### src/rtl/systolic_seq_ctrl.sv
// Job sequencer for the weight-stationary systolic array: weight load, input streaming,
// and latency tracking so each result vector can be flagged valid, then a done pulse.
module systolic_seq_ctrl #(
   parameter int ADDR_BW  = 8,
   parameter int PIPE_LAT = 8
) (
   input  logic               clk,
   input  logic               rstn,
   input  logic               start,
   input  logic               abort,
   input  logic [ADDR_BW-1:0] num_vec,
   input  logic               w_ready,
   output logic               we_rl,
   output logic               din_rd_en,
   output logic [ADDR_BW-1:0] din_rd_addr,
   output logic               din_valid,
   output logic               res_valid,
   output logic [ADDR_BW-1:0] res_idx,
   output logic               busy,
   output logic               done
);

   typedef enum logic [2:0] {
      IDLE,
      WWAIT,
      WLOAD,
      FEED,
      DRAIN,
      DONE
   } state_t;

   localparam logic [ADDR_BW-1:0] ONE = ADDR_BW'(1);

   state_t                r_state;
   state_t                w_nextState;
   logic [ADDR_BW-1:0]    r_numVec;
   logic [ADDR_BW-1:0]    r_addr;
   logic [ADDR_BW-1:0]    r_resIdx;
   logic                  r_dinValid;
   logic [PIPE_LAT-1:0]   r_lat;
   logic [PIPE_LAT-1:0]   w_latNext;
   logic                  w_accept;
   logic                  w_abort;
   logic                  w_feedLast;

   assign w_accept   = (r_state == IDLE) && start && !abort;
   assign w_abort    = (r_state != IDLE) && abort;
   assign w_feedLast = (r_addr == (r_numVec - ONE));

   // Contents the latency line will hold after this edge; DRAIN ends once that is empty.
   generate
      if (PIPE_LAT == 1) begin : g_latShort
         assign w_latNext = r_dinValid;
      end else begin : g_latLong
         assign w_latNext = {r_lat[PIPE_LAT-2:0], r_dinValid};
      end
   endgenerate

   always_ff @(posedge clk or negedge rstn) begin
      if (!rstn) begin
         r_state <= IDLE;
      end else begin
         r_state <= w_nextState;
      end
   end

   always_comb begin
      w_nextState = r_state;
      case (r_state)
         IDLE:    if (w_accept) w_nextState = WWAIT;
         WWAIT:   if (w_ready) w_nextState = WLOAD;
         WLOAD:   w_nextState = (r_numVec != '0) ? FEED : DONE;
         FEED:    if (w_feedLast) w_nextState = DRAIN;
         DRAIN:   if (w_latNext == '0) w_nextState = DONE;
         DONE:    w_nextState = IDLE;
         default: w_nextState = IDLE;
      endcase
      if (w_abort) begin
         w_nextState = IDLE;
      end
   end

   always_ff @(posedge clk or negedge rstn) begin
      if (!rstn) begin
         r_numVec   <= '0;
         r_addr     <= '0;
         r_resIdx   <= '0;
         r_dinValid <= 1'b0;
         r_lat      <= '0;
      end else begin
         if (w_accept) begin
            r_numVec <= num_vec;
         end

         if (w_accept || w_abort) begin
            r_addr <= '0;
         end else if (r_state == FEED) begin
            r_addr <= r_addr + ONE;
         end

         // An abort flushes everything in flight so no stale result is flagged.
         r_dinValid <= (r_state == FEED) && !w_abort;
         r_lat      <= w_abort ? '0 : w_latNext;

         if (w_accept) begin
            r_resIdx <= '0;
         end else if (r_lat[PIPE_LAT-1]) begin
            r_resIdx <= r_resIdx + ONE;
         end
      end
   end

   assign we_rl       = (r_state == WLOAD);
   assign din_rd_en   = (r_state == FEED);
   assign din_rd_addr = din_rd_en ? r_addr : '0;
   assign din_valid   = r_dinValid;
   assign res_valid   = r_lat[PIPE_LAT-1];
   assign res_idx     = r_resIdx;
   assign busy        = (r_state != IDLE);
   assign done        = (r_state == DONE);

endmodule

### config.mk
export PLATFORM = sky130hd
export DESIGN_NAME = systolic_seq_ctrl
export DESIGN_NICKNAME = d
export VERILOG_FILES = /design/src/rtl/systolic_seq_ctrl.sv
export SDC_FILE = /design/constraint.sdc
export NUM_CORES = 1
export LEC_CHECK = 0
export BUFFER_PORTS_ARGS = -buffer_cell sky130_fd_sc_hd__buf_2
export CELL_PAD_IN_SITES_DETAIL_PLACEMENT = 0
export CELL_PAD_IN_SITES_GLOBAL_PLACEMENT = 1
export CORE_MARGIN = 5
export CORE_UTILIZATION = 41
export DETAILED_ROUTE_END_ITERATION = 10
export GPL_TIMING_DRIVEN = 1
export PLACE_DENSITY_LB_ADDON = 0.1
export SLEW_MARGIN = 20
export SYNTH_ARGS = -nofsm -noshare
export SYNTH_HDL_FRONTEND = slang
export SYNTH_SLANG_ARGS = --single-unit
### constraint.sdc
create_clock -name clk -period 4.35 [get_ports clk]
set_input_delay 0.6525 -clock clk [delete_from_list [all_inputs] [get_ports clk]]
set_output_delay 0.6525 -clock clk [all_outputs]
set_load 0.01 [all_outputs]
**After elaboration in Yosys (flattened, before gate mapping)**

Cells that the tools add are included.

- $add $sub $neg: 3
- Equal/unequal tests: 10
- Muxes and demuxes: 13
- Reduce and logical (&&, ||, !) cells: 14

Operators with widths:

| kind | count |
|---|---|
| 8-bit 2-to-1 mux | 6 |
| 3-bit 2-to-1 mux | 6 |
| 8-bit by 1-bit adder with 8-bit output (second input constant) | 2 |
| 3-bit case mux with 5 select lines | 1 |
| 3-bit != test (second input constant) | 3 |
| 8-bit == test | 1 |
| 8-bit zero test | 1 |
| 8-bit nonzero test | 1 |
| 8-bit by 1-bit subtractor with 8-bit output (second input constant) | 1 |
| 3-bit by 2-bit == test with 1-bit output (second input constant) | 2 |
| 3-bit == test (second input constant) | 2 |
| 1-bit logical AND | 4 |
| 4-bit AND reduction | 1 |
| 2-bit nonzero test | 2 |
| 3-bit by 1-bit == test with 1-bit output (second input constant) | 1 |
| 3-bit zero test | 1 |
| 3-bit by 1-bit != test with 1-bit output (second input constant) | 1 |
| 3-bit nonzero test | 1 |
| 1-bit zero test | 2 |
| 1-bit logical OR | 1 |

- Register bits after elaboration: 36
- Input port bits: 13
- Output and inout bits: 22
- Logic and storage cells: 46

**Logic depth before layout (Yosys ltp)**

Gate-level depths: netlist (run 1).

- Depth after elaboration: 6
- Gate-level depth with buffers: 7
- Depth with buffers taken out: 7

**Worst setup path after synthesis (run 1)**

No wires, ideal clock.

- Path kind: register to register
- Start point: reg r_numVec[2]
- End point: reg r_state[0]
- Library setup time: 0.142 ns
- Arrival time: 1.846 ns
- Required time: 4.208 ns
- Setup slack: 2.362 ns
- Cell stages (with the launch flop): 7
- Path buffers: 1
- Period minus slack after synthesis: 1.988 ns
- Cells stage by stage: dfrtp_1 -> buf_6 -> or3_4 -> or3_4 -> a21o_1 -> a311oi_2 -> o221ai_1

- Longest elaborated chain between the ends: 4

RTL lines:

| what | line | source |
|---|---|---|
| from (decl) | 36 | `logic [ADDR_BW-1:0] r_numVec;` |
| from (signal assigned) | 92 | `r_numVec <= num_vec;` |
| 8-bit by 1-bit subtractor with 8-bit output | 48 | `assign w_feedLast = (r_addr == (r_numVec - ONE));` |
| 8-bit == test | 48 |  |
| 3-bit by 1-bit != test with 1-bit output (no source line) | n/a |  |
| 4-bit AND reduction (no source line) | n/a |  |
| to (signal assigned) | 63 | `r_state <= w_nextState;` |
| to (decl) | 34 | `state_t r_state;` |

Every way passes these cells.
A chain may end at the register's enable or synchronous reset.

**Final worst setup path (run 1)**

- Start point: reg r_state[2]
- End point: out din_rd_addr[2]

- Longest elaborated chain between the ends: 2

RTL lines:

| what | line | source |
|---|---|---|
| 3-bit by 2-bit == test with 1-bit output | 114 | `assign din_rd_en = (r_state == FEED);` |
| 8-bit 2-to-1 mux | 115 | `assign din_rd_addr = din_rd_en ? r_addr : '0;` |
| to (decl) | 15 | `output logic [ADDR_BW-1:0] din_rd_addr,` |

Every way passes these cells.

==> results of run 1 <==
[critical path, stage by stage, from the launching register on]
cell     delay, ns
dfrtp_1       0.47
and3b_1       0.52
and2_1        0.24
buf_2         0.14
[per-stage QoR]
step	utilization [%]	area (um2)
6_report	49.7	2210
5_1_grt	49.7	2210
4_1_cts	49.7	2210
3_5_place_dp	47.9	2130
3_3_place_gp	47.9	2130
2_1_floorplan	-	1910
[sequential cells by signal (all words and copies together) (netlist names)]
signal and flops:
r_state 3, r_numVec 8, r_addr 8, din_valid 1
r_lat 8, res_idx 8
[how the worst max path moves through the flow]
| stage | from | slack, ns | depth (start not counted) | end |
|---|---|---|---|---|
| after CTS | r_state[2]$_DFFE_PN0P_ | 2.04 | 3 | din_rd_addr[2] |
| after global placement | r_numVec[2]$_DFFE_PN0P_ | 2.32 | 5 | r_state[0]$_DFFE_PN0P_ |
| after detailed placement | r_numVec[2]$_DFFE_PN0P_ | 2.31 | 5 | r_state[0]$_DFFE_PN0P_ |
| after floorplan | r_numVec[2]$_DFFE_PN0P_ | 2.36 | 6 | r_state[0]$_DFFE_PN0P_ |
| after global routing | r_state[2]$_DFFE_PN0P_ | 1.92 | 3 | din_rd_addr[2] |
| final | r_state[2]$_DFFE_PN0P_ | 2.04 | 3 | din_rd_addr[2] |
[routing by layer]
metal  global-route usage, %  part of all wire (%)  vias to the layer above
met5                       0                     0                        -
met4                    4.90                   1.3                        0
met3                    3.89                   4.3                        6
met2                    26.5                    51                       33
met1                    15.9                    43                      746
li1                        -                     -                      742
[power by group through the flow]
stage	registers, mW	clock network, mW	logic [mW]
2_1_floorplan	0.444	0	0.273
3_3_place_gp	0.467	0	0.332
3_5_place_dp	0.469	0	0.343
4_1_cts	0.463	0.233	0.344
5_1_grt	0.476	0.244	0.381
6_report	0.464	0.219	0.340
[cell type report]
cell class | instances | area share, %
clock buffers | 6 | 3.29
clock inverters | 1 | 0.227
inverters | 6 | 1.02
multi-input cells | 145 | 43.7
flip-flops and latches | 36 | 40.8
well taps | 52 | 2.95
repair buffers | 35 | 8.05
[Yosys cell counts, drive strengths merged, types with 5 or more instances]
cell type / instances / area (um2)
nor3: 6 / 30.0
xor2: 14 / 123
a21oi: 5 / 25.0
mux2: 5 / 56.3
and2: 17 / 106
inv: 6 / 22.5
dfrtp: 36 / 901
o21ai: 8 / 40.0
xnor2: 6 / 52.6
nand4: 5 / 31.3
nor2: 19 / 71.3
nand2: 14 / 52.6
[logic make-up after synthesis]
kind of cell,share of synthesized area (%)
AO/OA/AOI/OAI,9.77
XOR/XNOR,9.18
adder cells (fa/ha/maj),2.62
buffers and inverters,2.56
flip-flops,47.2
multiplexers,4.00
AND/OR/NAND/NOR,24.7
==> results.py, run 1 <==
metrics = {
    "status": {
        "run_status": "completed",
    },
    "floorplanning": {
        "core_area_um2": 4440,
        "floorplan.initialDensity_pct": 42.9,
        "dieArea_um2": 6120,
        "die_w_um": 78.2,
        "design.portCount": 35,
        "placementRows": 24,
        "die-height_um": 78.2,
    },
    "flow_run": {
        "cap_violations": 0,
    },
    "finish": {
        "n_fill_cell": 438,
        "final_layout_size_suffix_gt1_share_pct": 22.7,
        "multi_input_area_um2": 965,
        "fin_cells": 281,
        "seq_area_um2": 901,
        "final_common_cell": "dfrtp_1",
        "diodes": 0,
        "flow.area_growth_from_synthesis_pct": 15.7,
        "final_cell_mix": "dfrtp_1 (36), buf_2 (34), nor2_1 (19), and2_1 (17)",
        "final_nets": 246,
    },
    "global_route": {
        "gr-usage-all-layers_pct": 14.4,
        "grt_pass1_vias": 1599,
        "grt_pass1_wl_um": 7110,
        "globalRoute.totalOverflow": 0,
        "antenna_violations_before_repair": 0,
        "maximum_number_of_pins_on_one_net_before_global_route_repair": 37,
    },
    "placed_design": {
        "portBuffers": 34,
        "place.gp.congestion": 0.874,
        "dpl.cell_count": 274,
        "dp_hpwl_um": 3060,
        "post-place-ws_ns": 2.31,
    },
    "critical_path": {
        "setup.reg_to_reg.worst_slack_ns": 2.28,
        "rr_endpoint": "r_state[0]$_DFFE_PN0P_",
        "critical_path.endpoint_type": "primary output",
        "reg2reg_depth": 5,
        "worst_setup_path_start_kind": "flip-flop",
        "critPathArrivalTime_ns": 1.66,
        "path_class": "flip-flop to primary output",
        "crit-reg2reg-launch": "r_numVec[2]$_DFFE_PN0P_",
        "worst_ep_required_time_ns": 3.70,
        "critical_path.max_fanout": 14,
    },
    "clock_network": {
        "clock_sinks": 36,
        "clock_tree_root": "clkbuf_8",
        "clock_insertion_delay_worst_skew_ns": 0.28,
        "postCtsHoldBufs": 0,
        "cts_htree_levels": 2,
        "count_of_buffers_added_by_post_cts_timing_repair_for_setup": 0,
        "clkTransAtPathRegs_ns": 0.07,
        "cts_buffers": 5,
        "tritoncts": "yes",
        "post_cts.resized_instances": 0,
        "cts_max_path_buffers": 2,
    },
    "logic_synthesis": {
        "yosysUniqueCellTypes": 44,
        "synth_ff_type": "dfrtp_1",
        "ys_async_sr_fraction_pct": 100,
        "netlist_instances": 192,
        "synth_fp_nets": 209,
        "ys.warnings.count": 0,
        "synth.avg_cell_area_um2": 9.94,
        "postSynthRegisterBits": 36,
        "mappedNetlistArea_um2": 1910,
        "synth_enable_flop_cells": 0,
        "synth-seq-area-share_pct": 47.2,
    },
    "power": {
        "power_report.internal_total_mw": 0.650,
        "share_seq_of_total_power_pct": 45.4,
        "p_clk_share_pct": 21.4,
        "comb_power_share_pct": 33.2,
        "power.density_nw_per_um2": 464,
        "power.net_switching_mw": 0.374,
        "leakage_nw": 1.08,
        "report.power.total_mw": 1.02,
        "vdd.ir_drop.worst_mv": 0.240,
        "swShare_pct": 36.5,
    },
    "timing": {
        "period_needed_ns": 2.31,
        "rsz_0062_raised_after_global_routing": "no",
        "post-route-period-util_pct": 53.1,
        "final_hold_viol_count": 0,
        "max_freq_mhz": 433,
        "finalHoldWorstSlack_ns": 0.464,
        "worst_clock_skew_ns": 0.00600,
        "max_slew_violation_count": 0,
        "tightest_slew_ns": 0.817,
        "pnr_worst_setup_slack_ns": 2.04,
        "timing.max_slew.rel_slack_pct": 45.6,
        "fin_tns_setup_ns": 0,
        "timing.final.setup_violations": 0,
    },
    "drt": {
        "antenna_violating_nets_post_route": 0,
        "wl_um": 4120,
        "vias_per_cell": 5.43,
        "drt_first_iter_violations": 62,
        "detailroute.via_count": 1527,
        "drtPass1Iterations": 4,
        "avgRoutedWirePerCell_um": 14.6,
        "drc": 0,
    },
    "worst_hold_path": {
        "hold_class": "input pin to asynchronous set/reset pin",
    },
}
Note: power is estimated with default switching activity, not from simulation.
==> run 2, diff against run 1 <==
==> constraint.sdc (replaced) <==
create_clock -name clk -period 2.4 [get_ports clk]
set_input_delay 0.36 -clock clk [delete_from_list [all_inputs] [get_ports clk]]
set_output_delay 0.36 -clock clk [all_outputs]
set_load 0.01 [all_outputs]
==> run 2 against run 1 <==
  * Hold slack got worse by 0.29 ns
  * Final cell count unchanged
  * First-iteration DRC count increased by 29%
  * Critical endpoint is now r_state[0]$_DFFE_PN0P_
  * Critical path depth increased by 2
  * Design area increased by 0.85%
  * Clock power increased by 110%
  * Total power increased by 87%
==> results.py, run 2 (same netlist as run 1, synthesis figures left out) <==
metrics = {
    "floorplanning": {
        "design.portCount": 35,
        "floorplan.initialDensity_pct": 42.9,
        "placementRows": 24,
        "core_area_um2": 4440,
        "die-height_um": 78.2,
        "dieArea_um2": 6120,
        "die_w_um": 78.2,
    },
    "status": {
        "run_status": "completed",
    },
    "critical_path": {
        "critical_path.max_fanout": 8,
        "worst_ep_required_time_ns": 2.55,
        "critical_path.endpoint_type": "flip-flop",
        "path_class": "flip-flop to flip-flop",
        "critPathArrivalTime_ns": 2.22,
        "worst_setup_path_start_kind": "flip-flop",
    },
    "drt": {
        "detailroute.via_count": 1536,
        "vias_per_cell": 5.47,
        "drc": 0,
        "drt_first_iter_violations": 80,
        "antenna_violating_nets_post_route": 0,
        "wl_um": 4100,
        "avgRoutedWirePerCell_um": 14.6,
        "drtPass1Iterations": 5,
    },
    "timing": {
        "final_hold_viol_count": 0,
        "worst_clock_skew_ns": 0.00251,
        "rsz_0062_raised_after_global_routing": "no",
        "post-route-period-util_pct": 86.1,
        "tightest_slew_ns": 0.821,
        "max_slew_violation_count": 0,
        "timing.max_slew.rel_slack_pct": 45.3,
        "timing.final.setup_violations": 0,
        "max_freq_mhz": 484,
        "fin_tns_setup_ns": 0,
        "period_needed_ns": 2.07,
    },
    "finish": {
        "diodes": 0,
        "final_nets": 246,
        "n_fill_cell": 428,
        "flow.area_growth_from_synthesis_pct": 16.7,
        "multi_input_area_um2": 965,
        "seq_area_um2": 901,
        "final_common_cell": "dfrtp_1",
        "final_cell_mix": "dfrtp_1 (36), buf_2 (34), nor2_1 (19), and2_1 (17)",
        "final_layout_size_suffix_gt1_share_pct": 23.1,
    },
    "clock_network": {
        "clock_insertion_delay_worst_skew_ns": 0.28,
        "clkTransAtPathRegs_ns": 0.07,
        "clock_sinks": 36,
        "postCtsHoldBufs": 0,
        "cts_max_path_buffers": 2,
        "count_of_buffers_added_by_post_cts_timing_repair_for_setup": 0,
        "cts_buffers": 5,
        "post_cts.resized_instances": 0,
        "tritoncts": "yes",
        "clock_tree_root": "clkbuf_8",
        "cts_htree_levels": 2,
    },
    "power": {
        "leakage_nw": 1.09,
        "share_seq_of_total_power_pct": 43.8,
        "power.net_switching_mw": 0.681,
        "report.power.total_mw": 1.92,
        "power.density_nw_per_um2": 861,
        "p_clk_share_pct": 24.0,
        "power_report.internal_total_mw": 1.24,
        "vdd.ir_drop.worst_mv": 0.526,
        "comb_power_share_pct": 32.2,
        "swShare_pct": 35.5,
    },
    "global_route": {
        "globalRoute.totalOverflow": 0,
        "groute.layer.met3.usage_pct": 4.23,
        "gr-usage-all-layers_pct": 14.8,
        "grt_use_met2_pct": 25.3,
        "global_route.usage.met1_pct": 17.6,
        "antenna_violations_before_repair": 0,
        "maximum_number_of_pins_on_one_net_before_global_route_repair": 37,
        "grt_pass1_wl_um": 7250,
        "grt_most_used_layer": "met2",
        "grt_pass1_vias": 1558,
    },
    "placed_design": {
        "portBuffers": 34,
        "dp_hpwl_um": 3030,
        "place.gp.congestion": 0.852,
    },
    "flow_run": {
        "cap_violations": 0,
    },
    "worst_hold_path": {
        "hold_class": "input pin to asynchronous set/reset pin",
    },
}
==> run 2: changes by cell type in the layout (fill, tap and decap cells not counted), sizes merged <==
cell    delta
clkbuf     +1
clkinv     -1
==> run 2: metal layers <==
layer | wire (um) | share of wire [%]
met5 | 0 | 0
met4 | 95 | 2.3
met3 | 200 | 4.9
met2 | 2030 | 50
met1 | 1770 | 43
==> run 2: worst max-delay path, cell delays in order (launching register included) <==
cell and delay, ns:
dfrtp_1 0.46, or3_4 0.43, or3_4 0.38, a21o_1 0.20, a311oi_2 0.30, o221ai_1 0.16
==> run 2: final timing paths <==
path | start | cells after the start | to | slack (ns)
min reg2reg | r_lat[1]$_DFF_PN0_ | 1 | r_lat[2]$_DFF_PN0_ | 0.49
max | r_numVec[2]$_DFFE_PN0P_ | 5 | r_state[0]$_DFFE_PN0P_ | 0.33
min in group clk | num_vec[0] | 3 | r_numVec[0]$_DFFE_PN0P_ | 0.29
max in group asynchronous | rstn | 1 | res_idx[7]$_DFFE_PN0P_ | 1.71
min | rstn | 1 | r_lat[2]$_DFF_PN0_ | 0.17
max reg2reg | r_numVec[2]$_DFFE_PN0P_ | 5 | r_state[0]$_DFFE_PN0P_ | 0.33
==> run 2: layout make-up <==
type | instances | area share [%]
tap | 52 | 2.92
clock buffer | 7 | 4.33
multi-input combinational | 145 | 43.3
timing repair buffer | 35 | 7.98
sequential | 36 | 40.4
inverter | 6 | 1.01
==> run 2: power by group through the flow <==
| stage | sequential (mW) | clock, mW | combinational (mW) |
|---|---|---|---|
| after floorplan | 0.804 | 0 | 0.496 |
| after global placement | 0.844 | 0 | 0.601 |
| after detailed placement | 0.848 | 0 | 0.622 |
| after CTS | 0.837 | 0.482 | 0.625 |
| after global routing | 0.862 | 0.513 | 0.699 |
| final | 0.839 | 0.460 | 0.618 |
==> run 2: through the flow <==
| step | cell area (um2) | std cells | hold WS [ns] | util [%] | setup slack (ns) |
|---|---|---|---|---|---|
| final | 2230 | 281 | 0.173 | 50.1 | 0.333 |
| after global routing | 2230 | 281 | 0.238 | 50.1 | 0.135 |
| after CTS | 2230 | 281 | 0.198 | 50.1 | 0.335 |
| after detailed placement | 2130 | 274 | 0.473 | 47.9 | 0.348 |
| after global placement | 2130 | 274 | 0.465 | 47.9 | 0.390 |
| after floorplan | 1910 | 192 | 0.0644 | - | 0.412 |
==> run 3, diff against run 2 <==
--- a/config.mk
+++ b/config.mk
@@ -9,7 +9,7 @@
 export CELL_PAD_IN_SITES_DETAIL_PLACEMENT = 0
 export CELL_PAD_IN_SITES_GLOBAL_PLACEMENT = 1
 export CORE_MARGIN = 5
-export CORE_UTILIZATION = 41
+export CORE_UTILIZATION = 38
 export DETAILED_ROUTE_END_ITERATION = 10
 export GPL_TIMING_DRIVEN = 1
 export PLACE_DENSITY_LB_ADDON = 0.1
==> constraint.sdc (replaced) <==
create_clock -name clk -period 1.65 [get_ports clk]
set_input_delay 0.2475 -clock clk [delete_from_list [all_inputs] [get_ports clk]]
set_output_delay 0.2475 -clock clk [all_outputs]
set_load 0.01 [all_outputs]
==> run 3 against run 2 <==
  * The flow now finishes with violations (negative hold slack, negative setup slack)
  * Sequential cell count did not move
  * Worst setup slack got worse by 0.57 ns
  * Count of clock-buffer cells in the layout fell by 2
  * Hold slack got worse by 0.18 ns
  * Sequential power rose by 38%
  * Global-route usage rose by 1.0 points
  * Critical endpoint unchanged
  * Highest routed layer unchanged
==> results.py, run 3 (same netlist as run 1, synthesis figures left out) <==
metrics = {
    "status": {
        "run_status": "finished with violations",
        "failing_checks": "negative hold slack, negative setup slack",
    },
    "timing": {
        "period_needed_ns": 1.89,
        "post-route-period-util_pct": 115,
        "timing.final.setup_violations": 11,
        "finalHoldWorstSlack_ns": -0.00707,
        "timing.max_slew.rel_slack_pct": 68.7,
        "worst_clock_skew_ns": 0.00782,
        "rsz_0062_raised_after_global_routing": "yes",
        "tightest_slew_ns": 0.469,
        "max_freq_mhz": 529,
        "fin_tns_setup_ns": -0.846,
        "final_hold_viol_count": 10,
        "max_slew_violation_count": 0,
        "pnr_worst_setup_slack_ns": -0.241,
    },
    "power": {
        "comb_power_share_pct": 46.2,
        "p_clk_share_pct": 21.5,
        "power_report.internal_total_mw": 2.34,
        "power.density_nw_per_um2": 1290,
        "swShare_pct": 34.5,
        "leakage_nw": 1.34,
        "report.power.total_mw": 3.58,
        "share_seq_of_total_power_pct": 32.3,
        "power.net_switching_mw": 1.23,
        "vdd.ir_drop.worst_mv": 0.938,
    },
    "placed_design": {
        "place.gp.congestion": 0.874,
        "detailed_place.area_um2": 2390,
        "dpl.cell_count": 318,
        "portBuffers": 34,
        "dp_hpwl_um": 3390,
    },
    "clock_network": {
        "clock_sinks": 36,
        "tritoncts": "yes",
        "cts_buffers": 5,
        "clock_tree_root": "clkbuf_8",
        "clkTransAtPathRegs_ns": 0.08,
        "postCtsHoldBufs": 0,
        "clock_insertion_delay_worst_skew_ns": 0.29,
        "cts_htree_levels": 2,
        "cts_max_path_buffers": 2,
    },
    "drt": {
        "met2WireLength_um": 2580,
        "antenna_violating_nets_post_route": 0,
        "vias_per_cell": 4.98,
        "drtPass1Iterations": 4,
        "maxUsedRoutingLayer": "met4",
        "detailroute.via_count": 1673,
        "wl_um": 4770,
        "detail_route.wirelength.met1_um": 1930,
        "avgRoutedWirePerCell_um": 14.2,
        "drc": 0,
        "drt_first_iter_violations": 34,
        "detailed_routed_wire_length_on_met3_um": 207,
    },
    "critical_path": {
        "critical_path.max_fanout": 4,
        "worst_ep_required_time_ns": 1.81,
        "worst_path_max_delay_cell": "or3_4",
        "worst_setup_path_start_kind": "flip-flop",
        "path_delay_family": "simple AND/OR/NAND/NOR gates",
        "path_class": "flip-flop to flip-flop",
        "critPathArrivalTime_ns": 2.05,
        "max_stage_delay_ns": 0.42,
        "worst_path_most_repeated_cell": "or3_4",
        "cp.buffers_inverters": 0,
        "worstPathCellList": "or3_4 -> or3_4 -> a21o_1 -> a311oi_2 -> o221ai_1",
        "critical_path.endpoint_type": "flip-flop",
    },
    "floorplanning": {
        "core_area_um2": 4790,
        "die_w_um": 80.9,
        "dieArea_um2": 6540,
        "die-height_um": 80.9,
        "placementRows": 25,
        "design.portCount": 35,
        "floorplan.initialDensity_pct": 39.9,
    },
    "flow_run": {
        "cap_violations": 0,
    },
    "finish": {
        "final_common_cell": "dfrtp_1",
        "flow.area_growth_from_synthesis_pct": 45.5,
        "final_layout_size_suffix_gt1_share_pct": 43.5,
        "fin_cells": 336,
        "diodes": 0,
        "final_nets": 285,
        "final_cell_mix": "dfrtp_1 (36), buf_4 (31), buf_2 (27), buf_6 (15)",
        "post-route-cell-area_um2": 2780,
    },
    "global_route": {
        "antenna_violations_before_repair": 0,
        "grt_pass1_wl_um": 8050,
        "maximum_number_of_pins_on_one_net_before_global_route_repair": 37,
        "grt_pass1_vias": 1750,
        "gr-usage-all-layers_pct": 15.8,
        "globalRoute.totalOverflow": 0,
    },
    "worst_hold_path": {
        "hold_class": "input pin to asynchronous set/reset pin",
    },
}
run 3: final cells by class:
cell class / instances / area [um2]
clock inverters: 3 / 42.5
fillers: 428 / 2010
clock buffers: 5 / 68.8
multi-input cells: 145 / 1100
well taps: 67 / 83.8
inverters: 6 / 22.5
flip-flops and latches: 36 / 901
repair buffers: 74 / 557
run 3: path summary, 6_finish.rpt:
path	cells past startpoint	slack, ns	to	start
worst max register to register	5	-0.24	r_state[0]$_DFFE_PN0P_	r_numVec[2]$_DFFE_PN0P_
worst min-delay path	2	-0.007	r_lat[2]$_DFF_PN0_	rstn
min in group clk	3	0.17	r_numVec[1]$_DFFE_PN0P_	num_vec[1]
max in group asynchronous	2	1.32	res_idx[5]$_DFFE_PN0P_	rstn
worst max-delay path	5	-0.24	r_state[0]$_DFFE_PN0P_	r_numVec[2]$_DFFE_PN0P_
worst min register to register	1	0.52	r_lat[2]$_DFF_PN0_	r_lat[1]$_DFF_PN0_
run 3: power by group through the flow:
stage / Clock [mW] / Combinational, mW / Sequential (mW)
2_1_floorplan: 0 / 0.729 / 1.17
5_1_grt: 0.832 / 1.80 / 1.17
4_1_cts: 0.791 / 1.56 / 1.15
3_3_place_gp: 0 / 1.30 / 1.14
6_report: 0.768 / 1.65 / 1.16
3_5_place_dp: 0 / 1.33 / 1.15
run 3: layer usage:
metal,global-route usage (%),vias to the layer above
li1,-,819
met3,3.99,7
met1,17.9,807
met4,4.56,0
met2,29.2,40
met5,0,-
run 3: metrics by stage:
stage / util (%) / hold WS (ns) / worst slack, ns
floorplan: - / -0.0481 / -0.202
global placement: 49.9 / 0.312 / -0.287
detailed placement: 49.9 / 0.321 / -0.331
CTS: 55.9 / 0.00751 / -0.231
global route: 58.0 / 0.0333 / -0.356
finish: 58.0 / -0.00707 / -0.241
run 3: worst reg2reg max path: cells and delay by family (launching register included):
family | cells | cell delay (ns)
compound gates | 3 | 0.59
flops | 1 | 0.41
simple gates | 2 | 0.77
run 3: what timing repair did:
action                                  in CTS  in global routing
gates resized for setup                     30                 22
buffers inserted                             8                  1
pin swaps                                    9                 13
hold endpoints to repair                     0                  0
endpoints found under the setup margin      25                 37
gates cloned                                 1                  0
